`src/rtl/fuse_ctrl_filter_pkg.sv`:
```
// Shared types, constants and the partition address map for the fuse-controller DAI access filter.
package fuse_ctrl_filter_pkg;

  localparam int NumParts      = 16;
  localparam int AddrWidth     = 32;
  localparam int UserWidth     = 32;
  localparam int OtpAddrWidth  = 12;
  localparam int CntWidth      = 11;
  localparam int PartIdxWidth  = $clog2(NumParts);
  localparam int TimeoutCycles = 1024;

  localparam logic [7:0] DaiAddrOffset = 8'h60;
  localparam logic [7:0] DaiCmdOffset  = 8'h64;

  localparam int CmdWrBit     = 1;
  localparam int CmdDigestBit = 2;

  // Life-cycle multi-bit signal; any value other than Off counts as escalation.
  typedef logic [3:0] lc_tx_t;
  localparam lc_tx_t LcTxOff = 4'b1010;

  typedef enum logic [2:0] {
    StIdle,
    StWaitStart,
    StPass,
    StDiscard,
    StLocked
  } filter_state_e;

  typedef struct packed {
    logic [OtpAddrWidth-1:0] base;
    logic [OtpAddrWidth-1:0] size;
  } part_range_t;

  // Fuse map mirrored from the otp_ctrl partition offsets; 0x700 and up belongs to no partition.
  localparam part_range_t PartRange [NumParts] = '{
    '{12'h000, 12'h040}, '{12'h040, 12'h060}, '{12'h0A0, 12'h040}, '{12'h0E0, 12'h080},
    '{12'h160, 12'h080}, '{12'h1E0, 12'h040}, '{12'h220, 12'h040}, '{12'h260, 12'h0C0},
    '{12'h320, 12'h0C0}, '{12'h3E0, 12'h060}, '{12'h440, 12'h060}, '{12'h4A0, 12'h040},
    '{12'h4E0, 12'h100}, '{12'h5E0, 12'h0A0}, '{12'h680, 12'h040}, '{12'h6C0, 12'h040}
  };

endpackage

```
`src/rtl/fuse_ctrl_filter_range_match.sv`:
```
// Combinational fuse address -> partition lookup over the package range table.
module fuse_ctrl_filter_range_match
  import fuse_ctrl_filter_pkg::*;
(
  input  logic [OtpAddrWidth-1:0] addr_i,
  output logic                    hit_o,
  output logic [PartIdxWidth-1:0] idx_o
);

  // Compare at one extra bit so base+size of the top partition cannot wrap.
  logic [OtpAddrWidth:0] addr_ext;
  assign addr_ext = {1'b0, addr_i};

  // NOTE: every output of a combinational block gets a default first, so no path infers a latch.
  always_comb begin
    hit_o = 1'b0;
    idx_o = '0;
    for (int i = NumParts - 1; i >= 0; i--) begin
      if (addr_ext >= {1'b0, PartRange[i].base} &&
          addr_ext <  ({1'b0, PartRange[i].base} + {1'b0, PartRange[i].size})) begin
        hit_o = 1'b1;
        idx_o = PartIdxWidth'(i);
      end
    end
  end

endmodule

```
`src/rtl/fuse_ctrl_access_filter.sv`:
```
// Snoops DAI address/command writes and forces AccessError on unauthorised partition programming.
// Optional error log outputs are built when FUSE_CTRL_FILTER_ERR_LOG_EN is defined.
module fuse_ctrl_access_filter
  import fuse_ctrl_filter_pkg::*;
(
  input  logic                                clk_i,
  input  logic                                rst_ni,
  input  logic                                wr_valid_i,
  input  logic                                wr_ready_i,
  input  logic [AddrWidth-1:0]                wr_addr_i,
  input  logic [31:0]                         wr_data_i,
  input  logic [UserWidth-1:0]                wr_user_i,
  input  logic [NumParts-1:0][UserWidth-1:0]  part_user_i,
  input  lc_tx_t                              lc_escalate_en_i,
  input  logic                                dai_idle_i,
  output logic                                discard_fuse_write_o,
  output logic                                filter_busy_o
`ifdef FUSE_CTRL_FILTER_ERR_LOG_EN
  ,
  output logic [7:0]                          viol_cnt_o,
  output logic [OtpAddrWidth-1:0]             last_viol_addr_o,
  output logic [UserWidth-1:0]                last_viol_user_o
`endif
);

  localparam logic [CntWidth-1:0] TimeoutLast = CntWidth'(TimeoutCycles - 1);

  filter_state_e           state_q, state_d;
  logic [CntWidth-1:0]     cnt_q, cnt_d;
  logic                    started_q, started_d;
  logic                    discard_q, discard_d;
  logic [OtpAddrWidth-1:0] addr_q, addr_d;
  logic [UserWidth-1:0]    user_q, user_d;
  logic                    addr_vld_q, addr_vld_d;

  logic accepted, addr_wr, cmd_wr, escalate, cmd_eval, viol;
  logic                    hit;
  logic [PartIdxWidth-1:0] hit_idx;

  logic unused_bus_bits;
  assign unused_bus_bits = ^{wr_addr_i[AddrWidth-1:8], wr_data_i[31:OtpAddrWidth]};

  assign accepted = wr_valid_i && wr_ready_i;
  assign addr_wr  = accepted && (wr_addr_i[7:0] == DaiAddrOffset);
  assign cmd_wr   = accepted && (wr_addr_i[7:0] == DaiCmdOffset);
  assign escalate = (lc_escalate_en_i != LcTxOff);
  assign cmd_eval = cmd_wr && (wr_data_i[CmdWrBit] || wr_data_i[CmdDigestBit]) &&
                    (state_q == StIdle) && !escalate;

  fuse_ctrl_filter_range_match u_range_match (
    .addr_i (addr_q),
    .hit_o  (hit),
    .idx_o  (hit_idx)
  );

  assign viol = !addr_vld_q || (wr_user_i != user_q) || !hit || (user_q != part_user_i[hit_idx]);

  always_comb begin
    addr_d     = addr_q;
    user_d     = user_q;
    addr_vld_d = addr_vld_q;
    if (addr_wr) begin
      addr_d     = wr_data_i[OtpAddrWidth-1:0];
      user_d     = wr_user_i;
      addr_vld_d = 1'b1;
    end else if (cmd_eval) begin
      addr_vld_d = 1'b0;
    end
  end

  always_comb begin
    state_d   = state_q;
    started_d = started_q;
    unique case (state_q)
      StIdle: begin
        if (cmd_eval) state_d = viol ? StDiscard : StPass;
      end
      StPass, StDiscard: begin
        started_d = started_q || !dai_idle_i;
        if ((started_q && dai_idle_i) || (cnt_q == TimeoutLast)) state_d = StIdle;
      end
      StLocked: state_d = StLocked;
      // StWaitStart is a reserved encoding and is never entered.
      default:  state_d = StIdle;
    endcase
    if (escalate) state_d = StLocked;

    if (state_d != state_q) begin
      cnt_d     = '0;
      started_d = 1'b0;
    end else begin
      cnt_d = (cnt_q == '1) ? cnt_q : cnt_q + 1'b1;
    end
    discard_d = (state_d == StDiscard) || (state_d == StLocked);
  end

  // NOTE: state registers use non-blocking assignments so all flops sample the same pre-edge values.
  always_ff @(posedge clk_i or negedge rst_ni) begin
    if (!rst_ni) begin
      state_q    <= StIdle;
      cnt_q      <= '0;
      started_q  <= 1'b0;
      discard_q  <= 1'b0;
      addr_q     <= '0;
      user_q     <= '0;
      addr_vld_q <= 1'b0;
    end else begin
      state_q    <= state_d;
      cnt_q      <= cnt_d;
      started_q  <= started_d;
      discard_q  <= discard_d;
      addr_q     <= addr_d;
      user_q     <= user_d;
      addr_vld_q <= addr_vld_d;
    end
  end

  assign discard_fuse_write_o = discard_q;
  assign filter_busy_o        = (state_q != StIdle);

`ifdef FUSE_CTRL_FILTER_ERR_LOG_EN
  logic [7:0]              viol_cnt_q;
  logic [OtpAddrWidth-1:0] last_viol_addr_q;
  logic [UserWidth-1:0]    last_viol_user_q;

  always_ff @(posedge clk_i or negedge rst_ni) begin
    if (!rst_ni) begin
      viol_cnt_q       <= '0;
      last_viol_addr_q <= '0;
      last_viol_user_q <= '0;
    end else if (cmd_eval && viol) begin
      viol_cnt_q       <= (viol_cnt_q == 8'hFF) ? viol_cnt_q : viol_cnt_q + 8'd1;
      last_viol_addr_q <= addr_q;
      last_viol_user_q <= wr_user_i;
    end
  end

  assign viol_cnt_o       = viol_cnt_q;
  assign last_viol_addr_o = last_viol_addr_q;
  assign last_viol_user_o = last_viol_user_q;
`endif

endmodule

```
`config.mk`:
```
export PLATFORM = sky130hd
export DESIGN_NAME = fuse_ctrl_access_filter
export DESIGN_NICKNAME = d
export VERILOG_FILES = /design/src/rtl/fuse_ctrl_filter_pkg.sv /design/src/rtl/fuse_ctrl_filter_range_match.sv /design/src/rtl/fuse_ctrl_access_filter.sv
export SDC_FILE = /design/constraint.sdc
export NUM_CORES = 1
export LEC_CHECK = 0
export ABC_AREA = 0
export CAP_MARGIN = 15
export CORE_AREA = 4 4 238 240
export CTS_CLUSTER_SIZE = 10
export DETAILED_ROUTE_END_ITERATION = 10
export DIE_AREA = 0 0 242 244
export PLACE_DENSITY = 0.38
export SLEW_MARGIN = 10
export SYNTH_ARGS = -nofsm -noshare
export SYNTH_HDL_FRONTEND = slang
export SYNTH_SLANG_ARGS = --single-unit
```
`constraint.sdc`:
```
create_clock -name clk_i -period 5 [get_ports clk_i]
set_clock_uncertainty 0.1 [all_clocks]
set_input_delay 1 -clock clk_i [delete_from_list [all_inputs] [get_ports clk_i]]
set_output_delay 1 -clock clk_i [all_outputs]
set_load 0.02 [all_outputs]
```
---- Word level (Yosys, flattened, before mapping) ----
Cells that the tools add are included.
cells by class
  add/subtract/negate cells ............... 1
  $lt $le $gt $ge ......................... 33
  eq/ne operators ......................... 14
  muxes and demuxes ....................... 45
  reductions and logical operators ........ 39
operators with widths
  cell                   count
  $bmux 32 s4            1
  $lt 12x11->1 const B   7
  $ge 12x11->1 const B   6
  $mux 4                 16
  $ne 32x32->1           2
  $ge 12x10->1 const B   4
  $lt 12x10->1 const B   4
  $mux 32                1
  $ge 12x8->1 const B    2
  $ge 12x9->1 const B    2
  $lt 12x8->1 const B    2
  $lt 12x9->1 const B    2
  $logic_and 1x1->1      23
  $mux 11                2
  $mux 1                 21
  $eq 8x7->1 const B     2
  $ge 12x1->1 const B    1
  $ge 12x7->1 const B    1
  $lt 12x7->1 const B    1
  $add 11x1->11 const B  1
  $eq 11x10->1 const B   1
  $eq 11x11->1 const B   1
  $eq 3x2->1 const B     3
  $mux 3                 3
  12 further kinds       23
storage, ports and cells
  bits in registers ....................... 61
  input bits .............................. 617
  output and inout port bits .............. 2
  logic and storage cells ................. 139

---- Longest topological paths before layout ----
Gate-level depths: netlist of the first run.
  depth in word-level cells ............... 28
  depth in mapped cells ................... 19
  mapped depth without buffers ............ 13

---- By module ----
Synthesis of the first run repeated with hierarchy kept, for this count alone.
unflattened totals
  cells, all modules ...................... 690
  area total of the unflattened synthesis .. 7,866.3 um^2
modules (own cells, without submodules)
  module                        instances  cells an instance  area each (um^2)
  fuse_ctrl_access_filter       1          642                7,546.0
  fuse_ctrl_filter_range_match  1          48                 320.3

---- Least setup slack after synthesis of the first run ----
No wires, ideal clock.
  path type ............................... flip-flop to flip-flop
  from .................................... register addr_q[11]
  to ...................................... register discard_q (netlist: discard_fuse_write_o)
  arrival time ............................ 3,615 ps
  path slack .............................. 1,154 ps
  cell stages (with the launch flop) ...... 14
  path buffers ............................ 0
  clock period less this slack ............ 3,846 ps
  cell sequence ........................... dfrtp_1 > or4b_4 > o32a_4 > and3_4 > nand2_4 > o22ai_1 > or4_1 > a21oi_2 > o21a_1 > o2111ai_1 > or4_1 > or4_1 > o31ai_1 > nand2_1
on the way
  longest elaborated chain between the ends .. 28
  elaborated cells between the ends (all ways) .. 93
  those cells by class .................... order compare (32); eq/ne (3); mux (38); reduce/logical (20)
RTL lines
  element                                       line                                                                    text
  start: declaration                            fuse_ctrl_access_filter.sv:32                                           logic [OtpAddrWidth-1:0] addr_q, addr_d;
  start signal: assignment                      fuse_ctrl_access_filter.sv:112                                          addr_q <= addr_d;
  $ge 12x11->1 or $lt 12x11->1 (tied branches)  fuse_ctrl_filter_range_match.sv:19, fuse_ctrl_filter_range_match.sv:20
  $logic_and 1x1->1                             fuse_ctrl_filter_range_match.sv:19                                      if (addr_ext >= {1'b0, PartRange[i].base} &&
  $mux 4 (16 in a row)                          fuse_ctrl_filter_range_match.sv:19
  $bmux 32 s4                                   fuse_ctrl_access_filter.sv:56                                           assign viol = !addr_vld_q || (wr_user_i != user_q) || !hit || (user_q != part_user_i[hit_idx]);
  $mux 32 (implied by the code)                 fuse_ctrl_access_filter.sv:56
  $ne 32x32->1                                  fuse_ctrl_access_filter.sv:56
  $logic_or 1x1->1 *                            fuse_ctrl_access_filter.sv:56
  $mux 1 *                                      fuse_ctrl_access_filter.sv:76                                           if (cmd_eval) state_d = viol ? StDiscard : StPass;
  $mux 3 *                                      fuse_ctrl_access_filter.sv:76
  $pmux 3 s3 *                                  fuse_ctrl_access_filter.sv:74                                           unique case (state_q)
  $mux 3 *                                      fuse_ctrl_access_filter.sv:86                                           if (escalate) state_d = StLocked;
  $eq 3x2->1 or $eq 3x3->1 (tied branches)      fuse_ctrl_access_filter.sv:94                                           discard_d = (state_d == StDiscard) || (state_d == StLocked);
  $logic_or 1x1->1 *                            fuse_ctrl_access_filter.sv:94
  via discard_d                                 fuse_ctrl_access_filter.sv:31                                           logic discard_q, discard_d;
  end signal: assignment                        fuse_ctrl_access_filter.sv:111                                          discard_q <= discard_d;
  end: declaration                              fuse_ctrl_access_filter.sv:31
The timed path passes the listed nets; every way through them passes the cells marked *. The select of a mux whose other input is x is not followed.
A chain may end at the register's enable or synchronous reset.

---- Worst setup path in the final report of the first run ----
  from .................................... register addr_q[8]
  to ...................................... register discard_q (netlist: discard_fuse_write_o)
Same word-level chain as after synthesis.

==> flow_metrics.py, run 1 <==
metrics = {
    "global_routing": {
        "grt_pass1_wl_um": 95500,
        "grt.overflow.total": 0,
        "grtUsageTotal_pct": 22.4,
        "antenna_found_initial": 32,
        "grt_pass1_vias": 11783,
        "grt_max_degree": 48,
    },
    "yosys": {
        "synth_ff_type": "dfrtp_1",
        "netlist_top_cells_count": "138 x nand2_1, 91 x nor2_1, 58 x o22ai_1",
        "ys_ff_latch": 56,
        "synth_cell_types": 79,
        "synth-edff-count": 0,
        "yosysTopAreaCell": "dfrtp_1",
        "yosysMostFrequentCell": "nand2_1",
        "async_reset_ff_share_pct": 100,
        "syn-instance-count": 1085,
        "synthesis.yosys.warnings": 0,
        "syn_nets": 1703,
        "synth_area_um2": 7990,
        "synth_area_per_cell_um2": 7.36,
        "synthTopCellsByArea": "dfrtp_1 18%, nand2_1 6.5%, mux2i_1 6.1%",
        "synth_top_area_share_pct": 17.5,
        "synth_seq_area_share_pct": 17.5,
    },
    "sta": {
        "slew_violations": 0,
        "rsz0062_at_grt": "false",
        "fin_setup_tns_ns": 0,
        "slew_headroom_pct": 36.9,
        "post-route-period-util_pct": 97.6,
        "worstMarginPinSlew_ns": 0.935,
        "setup_violations": 0,
        "min_period_ns": 4.88,
        "max_freq_mhz": 205,
        "worst_slack_ns": 0.118,
        "hold_viol": 0,
    },
    "cts": {
        "clkTransAtPathRegs_ns": 0.08,
        "cts_root_buf": "clkbuf_16",
        "cts_resized": 0,
        "cts_sinks": 56,
        "postCtsSetupRepairBufs": 0,
        "cts_hold_buffers": 0,
        "cts-htree-levels": 2,
        "cts_made_buffers": 5,
        "clk_path_buf_depth": 2,
        "cts_tree": "done",
        "clkLatencyLatePin_ns": 0.30,
    },
    "detailed_routing": {
        "ant_nets": 0,
        "vias": 11682,
        "first_iter_violations": 633,
        "postRouteWirelength_um": 70400,
        "dr.pass1.iters": 5,
        "routed_via_density": 4.91,
        "drc": 0,
        "wl_per_cell_um": 29.6,
    },
    "place": {
        "place_hpwl_um": 59100,
        "placed_cell_area_um2": 15100,
        "io_buffers": 571,
        "dp_slack_ns": 0.137,
        "gp_congestion": 0.918,
    },
    "die": {
        "io_pins": 619,
        "row_count": 86,
        "die-area_um2": 59000,
        "core_um2": 54700,
        "dieWidth_um": 242,
        "die-height_um": 244,
        "start_util_pct": 14.6,
    },
    "min_path": {
        "holdCritPathClass": "reg -> reg",
        "holdCritStartpoint": "addr_vld_q$_DFFE_PN0P_",
    },
    "power": {
        "fin_total_pwr_uw": 2080,
        "p_leak_uw": 0.00568,
        "power.density_nw_per_um2": 136,
        "ir_drop_mv": 0.134,
    },
    "critical_path": {
        "worst_setup_path_end_kind": "register",
        "crit_type": "reg -> reg",
        "worstReg2RegStart": "addr_q[8]$_DFFE_PN0P_",
        "crit_required_ns": 5.09,
        "path_max_fanout": 21,
        "crit_path_start": "addr_q[8]$_DFFE_PN0P_",
        "reg2reg_slack_ns": 0.12,
        "start_kind": "register",
        "crit_arrival_ns": 4.97,
    },
    "flow_run": {
        "maxCapViolations": 0,
    },
    "layout": {
        "post-route-util_pct": 27.9,
        "drive_gt1_share_pct": 10.8,
        "nNetsFinal": 2280,
        "syn_to_final_growth_pct": 91.2,
        "stdcell_area_um2": 15300,
    },
    "run_status": {
        "outcome": "completed",
    },
}
through the flow:
stage	std cells	hold WS (ns)
final	2379	0.394
after global routing	2371	0.409
after global placement	2359	0.385
after CTS	2367	0.400
after detailed placement	2359	0.382
after floorplan	1085	0.342
cell usage in the layout, fill, tap and decap left out, types with 6 or more instances in the layout:
| cell type | count |
|---|---|
| o22ai_1 | 58 |
| a31oi_1 | 33 |
| buf_12 | 9 |
| a21oi_1 | 35 |
| or4_1 | 14 |
| nand3_1 | 34 |
| nor4_1 | 11 |
| a311oi_1 | 8 |
| o21ai_0 | 26 |
| xnor2_1 | 46 |
| nand2_1 | 136 |
| dfrtp_1 | 54 |
| nand4_1 | 16 |
| mux2_2 | 43 |
| o221ai_1 | 11 |
| mux2i_1 | 49 |
| o311ai_0 | 11 |
| inv_1 | 6 |
| and3_1 | 31 |
| diode_2 | 12 |
| a221oi_1 | 14 |
| o31ai_1 | 13 |
| buf_4 | 88 |
| nor3_1 | 38 |
| a22oi_1 | 8 |
| a211oi_1 | 28 |
| or3_1 | 22 |
| nor2_1 | 87 |
| a211o_1 | 8 |
| clkdlybuf4s50_1 | 570 |
| xor2_1 | 19 |
power breakdown:
group | leakage [uW] | internal (uW) | switching [uW]
logic | 0.00488 | 665 | 499
clock network | 0.0000709 | 190 | 184
registers | 0.000721 | 494 | 46.7
path summary, 6_finish.rpt:
check	endpoint	cells past startpoint
worst min-delay path	addr_vld_q$_DFFE_PN0P_	1
max in group asynchronous	addr_q[5]$_DFFE_PN0P_	2
worst min register to register	addr_vld_q$_DFFE_PN0P_	1
min in group asynchronous	user_q[7]$_DFFE_PN0P_	1
worst max register to register	discard_fuse_write_o$_DFF_PN0_	16
worst max-delay path	discard_fuse_write_o$_DFF_PN0_	16
kinds of logic (layout without fill, tap and decap cells):
group | Yosys count | after routing | share of synthesized area [%]
AOI/OAI and AO/OA | 334 | 334 | 30.4
xor gates and xnor gates | 65 | 65 | 7.13
adders and majority gates | 1 | 1 | 0.157
buffers and inverters | 104 | 682 | 5.83
DFF | 56 | 56 | 17.5
muxes | 93 | 93 | 12.5
other | 0 | 12 | 0
and+or+nand+nor | 432 | 432 | 26.5
per-layer routing:
metal	global-route usage (%)	part of all wire [%]	up-vias
met5	0	0.25	-
met4	3.06	1.3	28
met3	6.63	7.3	68
met2	40.1	50	461
met1	27.3	41	5744
li1	-	-	5381
worst max-delay path, cell delays in order, from the launching register on:
cell and delay, ns:
dfrtp_1 0.39, buf_4 0.21, nor2_1 0.31, nand2_1 0.10, a311o_1 0.47, and3_4 0.22, nor2_4 0.18, buf_12 0.19
mux2_2 0.35, o22ai_1 0.37, xor2_1 0.19, nor2_1 0.05, or4_1 0.62, or4_1 0.44, o31ai_1 0.32, buf_4 0.19
nand2_1 0.05
flip-flops by register name, indices dropped and copies added, names as in the netlist:
signal / cells
state_q: 3
user_q: 32
cnt_q: 11
addr_q: 7
started_q: 1
addr_vld_q: 1
discard_fuse_write_o: 1
area by class of cell:
cell class	count	area, um^2
multi-input combinational	925	6240
antenna	12	30.0
inverter	6	22.5
timing repair buffer	668	6550
sequential	56	1400
fill	5884	39400
clock buffer	5	125
clock inverter	3	25.0
tap	704	881
Power figures use the tool's default switching activity.
==> run 2, diff against run 1 <==
--- a/config.mk
+++ b/config.mk
@@ -6,12 +6,11 @@
 export NUM_CORES = 1
 export LEC_CHECK = 0
 export ABC_AREA = 0
-export CAP_MARGIN = 15
 export CORE_AREA = 4 4 238 240
-export CTS_CLUSTER_SIZE = 10
 export DETAILED_ROUTE_END_ITERATION = 10
 export DIE_AREA = 0 0 242 244
 export PLACE_DENSITY = 0.38
+export REMOVE_ABC_BUFFERS = 1
 export SLEW_MARGIN = 10
 export SYNTH_ARGS = -nofsm -noshare
 export SYNTH_HDL_FRONTEND = slang
==> flow_metrics.py, run 2 (synthesis gave the netlist of run 1 again) <==
metrics = {
    "cts": {
        "cts_tree": "done",
        "clkLatencyLatePin_ns": 0.30,
        "cts-htree-levels": 2,
        "cts_made_buffers": 5,
        "clkTransAtPathRegs_ns": 0.08,
        "cts_sinks": 56,
        "clk_path_buf_depth": 2,
        "cts_root_buf": "clkbuf_16",
        "cts_hold_buffers": 0,
    },
    "detailed_routing": {
        "drc": 0,
        "wl_per_cell_um": 26.6,
        "ant_nets": 0,
        "dr.pass1.iters": 4,
        "first_iter_violations": 578,
        "routed_via_density": 4.78,
        "postRouteWirelength_um": 63600,
        "vias": 11419,
    },
    "run_status": {
        "outcome": "completed",
    },
    "critical_path": {
        "worstPathCellList": "buf_4 > or4_1 > nand4_1 > and3_1 > nand2_4 > buf_4 > o221ai_1 > o41ai_1 > a22oi_2 > buf_4 > xnor2_1 > a311oi_1 > buf_4 > nand4_1 > or4_1 > o31ai_1 > buf_4 > nand2_1",
        "crit_required_ns": 5.08,
        "crit_arrival_ns": 4.83,
        "crit_type": "reg -> reg",
        "cpPeakStageDelay_ns": 0.54,
        "r2r-end": "discard_fuse_write_o$_DFF_PN0_",
        "critical_path.top_delay_family": "simple AND/OR/NAND/NOR gates",
        "worst_setup_path_end_kind": "register",
        "r2r_cells": 18,
        "reg2reg_slack_ns": 0.25,
        "path_max_fanout": 14,
        "start_kind": "register",
        "crit_buf_inv": 5,
        "worstReg2RegStart": "addr_q[6]$_DFFE_PN0P_",
        "critPathSlowestCell": "or4_1",
        "cpMostUsedCell": "buf_4",
    },
    "layout": {
        "largest_reg_flops": 32,
        "nNetsFinal": 2289,
        "regMostFlops": "user_q",
        "final_cell_mix": "570 x clkdlybuf4s50_1, 136 x nand2_1, 96 x buf_4",
        "drive_gt1_share_pct": 11.3,
        "seq_area_um2": 1400,
        "multiInputGateArea_um2": 6230,
        "fill_cells": 5916,
        "largestRegisters": "user_q (32), cnt_q (11), addr_q (7)",
        "syn_to_final_growth_pct": 91.8,
        "final_common_cell": "clkdlybuf4s50_1",
    },
    "min_path": {
        "hold_end": "addr_vld_q$_DFFE_PN0P_",
        "holdCritStartpoint": "addr_vld_q$_DFFE_PN0P_",
        "holdCritPathClass": "reg -> reg",
        "holdPathStages": 1,
    },
    "sta": {
        "max_freq_mhz": 210,
        "slew_headroom_pct": 48.7,
        "min_period_ns": 4.75,
        "post-route-period-util_pct": 95.0,
        "hold_viol": 0,
        "slew_violations": 0,
        "rsz0062_at_grt": "false",
        "worstMarginPinSlew_ns": 0.769,
        "fin_setup_tns_ns": 0,
        "hold_ws_ns": 0.389,
        "setup_violations": 0,
    },
    "die": {
        "core_um2": 54700,
        "row_count": 86,
        "start_util_pct": 14.6,
        "die-height_um": 244,
        "die-area_um2": 59000,
        "dieWidth_um": 242,
        "io_pins": 619,
    },
    "place": {
        "place_hpwl_um": 53300,
        "io_buffers": 571,
        "gp_congestion": 0.826,
    },
    "power": {
        "ir_drop_mv": 0.138,
        "power.density_nw_per_um2": 134,
        "p_leak_uw": 0.00571,
    },
    "global_routing": {
        "antenna_found_initial": 23,
        "grt_pass1_wl_um": 87100,
        "grtUsageTotal_pct": 20.1,
        "grt_pass1_vias": 11598,
        "grt.overflow.total": 0,
        "grt_max_degree": 46,
    },
    "flow_run": {
        "maxCapViolations": 0,
    },
}
## run 2: worst max path at each step
stage,start,end,slack [ns],depth (start not counted)
finish,addr_q[6]$_DFFE_PN0P_,discard_fuse_write_o$_DFF_PN0_,0.25,18
global route,addr_q[7]$_DFFE_PN0P_,state_q[0]$_DFF_PN0_,0.03,18
CTS,addr_q[6]$_DFFE_PN0P_,discard_fuse_write_o$_DFF_PN0_,0.09,18
detailed placement,addr_q[7]$_DFFE_PN0P_,state_q[0]$_DFF_PN0_,-0.15,16
global placement,addr_q[7]$_DFFE_PN0P_,discard_fuse_write_o$_DFF_PN0_,-0.15,16
floorplan,addr_q[8]$_DFFE_PN0P_,discard_fuse_write_o$_DFF_PN0_,-1.48,13
## run 2: worst reg2reg max path, cell delays in order, from the launching register on
cell and delay (ns):
dfrtp_1 0.47, buf_4 0.21, or4_1 0.54, nand4_1 0.24, and3_1 0.26, nand2_4 0.17
buf_4 0.27, o221ai_1 0.21, o41ai_1 0.12, a22oi_2 0.31, buf_4 0.18, xnor2_1 0.06
a311oi_1 0.21, buf_4 0.16, nand4_1 0.11, or4_1 0.53, o31ai_1 0.27, buf_4 0.17
nand2_1 0.05
## run 2: metrics by stage
step / std cells / power [uW] / util, % / cell area [um^2] / setup slack, ns
2_1_floorplan: 987 / 939 / - / 7550 / -1.48
3_3_place_gp: 2358 / 1680 / 27.4 / 15000 / -0.151
3_5_place_dp: 2358 / 1690 / 27.4 / 15000 / -0.151
4_1_cts: 2372 / 2070 / 27.8 / 15200 / 0.0947
5_1_grt: 2385 / 2180 / 28.0 / 15300 / 0.0253
6_report: 2387 / 2050 / 28.0 / 15300 / 0.249
## run 2: power by group
group / switching [uW] / internal, uW
sequential: 42.4 / 494
clock: 179 / 188
combinational: 487 / 660
total: 708 / 1340
## run 2: cell type report
type | instances | area share, %
Antenna cell | 11 | 0.180
Sequential cell | 56 | 9.16
Tap cell | 704 | 5.75
Timing Repair Buffer | 677 | 43.2
Multi-Input combinational cell | 925 | 40.7
Clock buffer | 5 | 0.816
Inverter | 6 | 0.147
Clock inverter | 3 | 0.139
## run 2: timing repair
item                                   in CTS  in global routing
endpoints found under the hold margin       0                  0
setup buffers                               6                  4
pin swaps                                   1                  2
resized for setup                           3                 11
setup endpoints to repair                   2                  2
cloned                                      0                  0
## run 2: layer usage
metal | track usage (%) | share of wire [%] | routed length, um
met4 | 2.90 | 1.4 | 888
met1 | 24.7 | 41 | 26100
met5 | 0 | 0.19 | 118
met3 | 4.71 | 6.3 | 3990
met2 | 36.6 | 51 | 32500
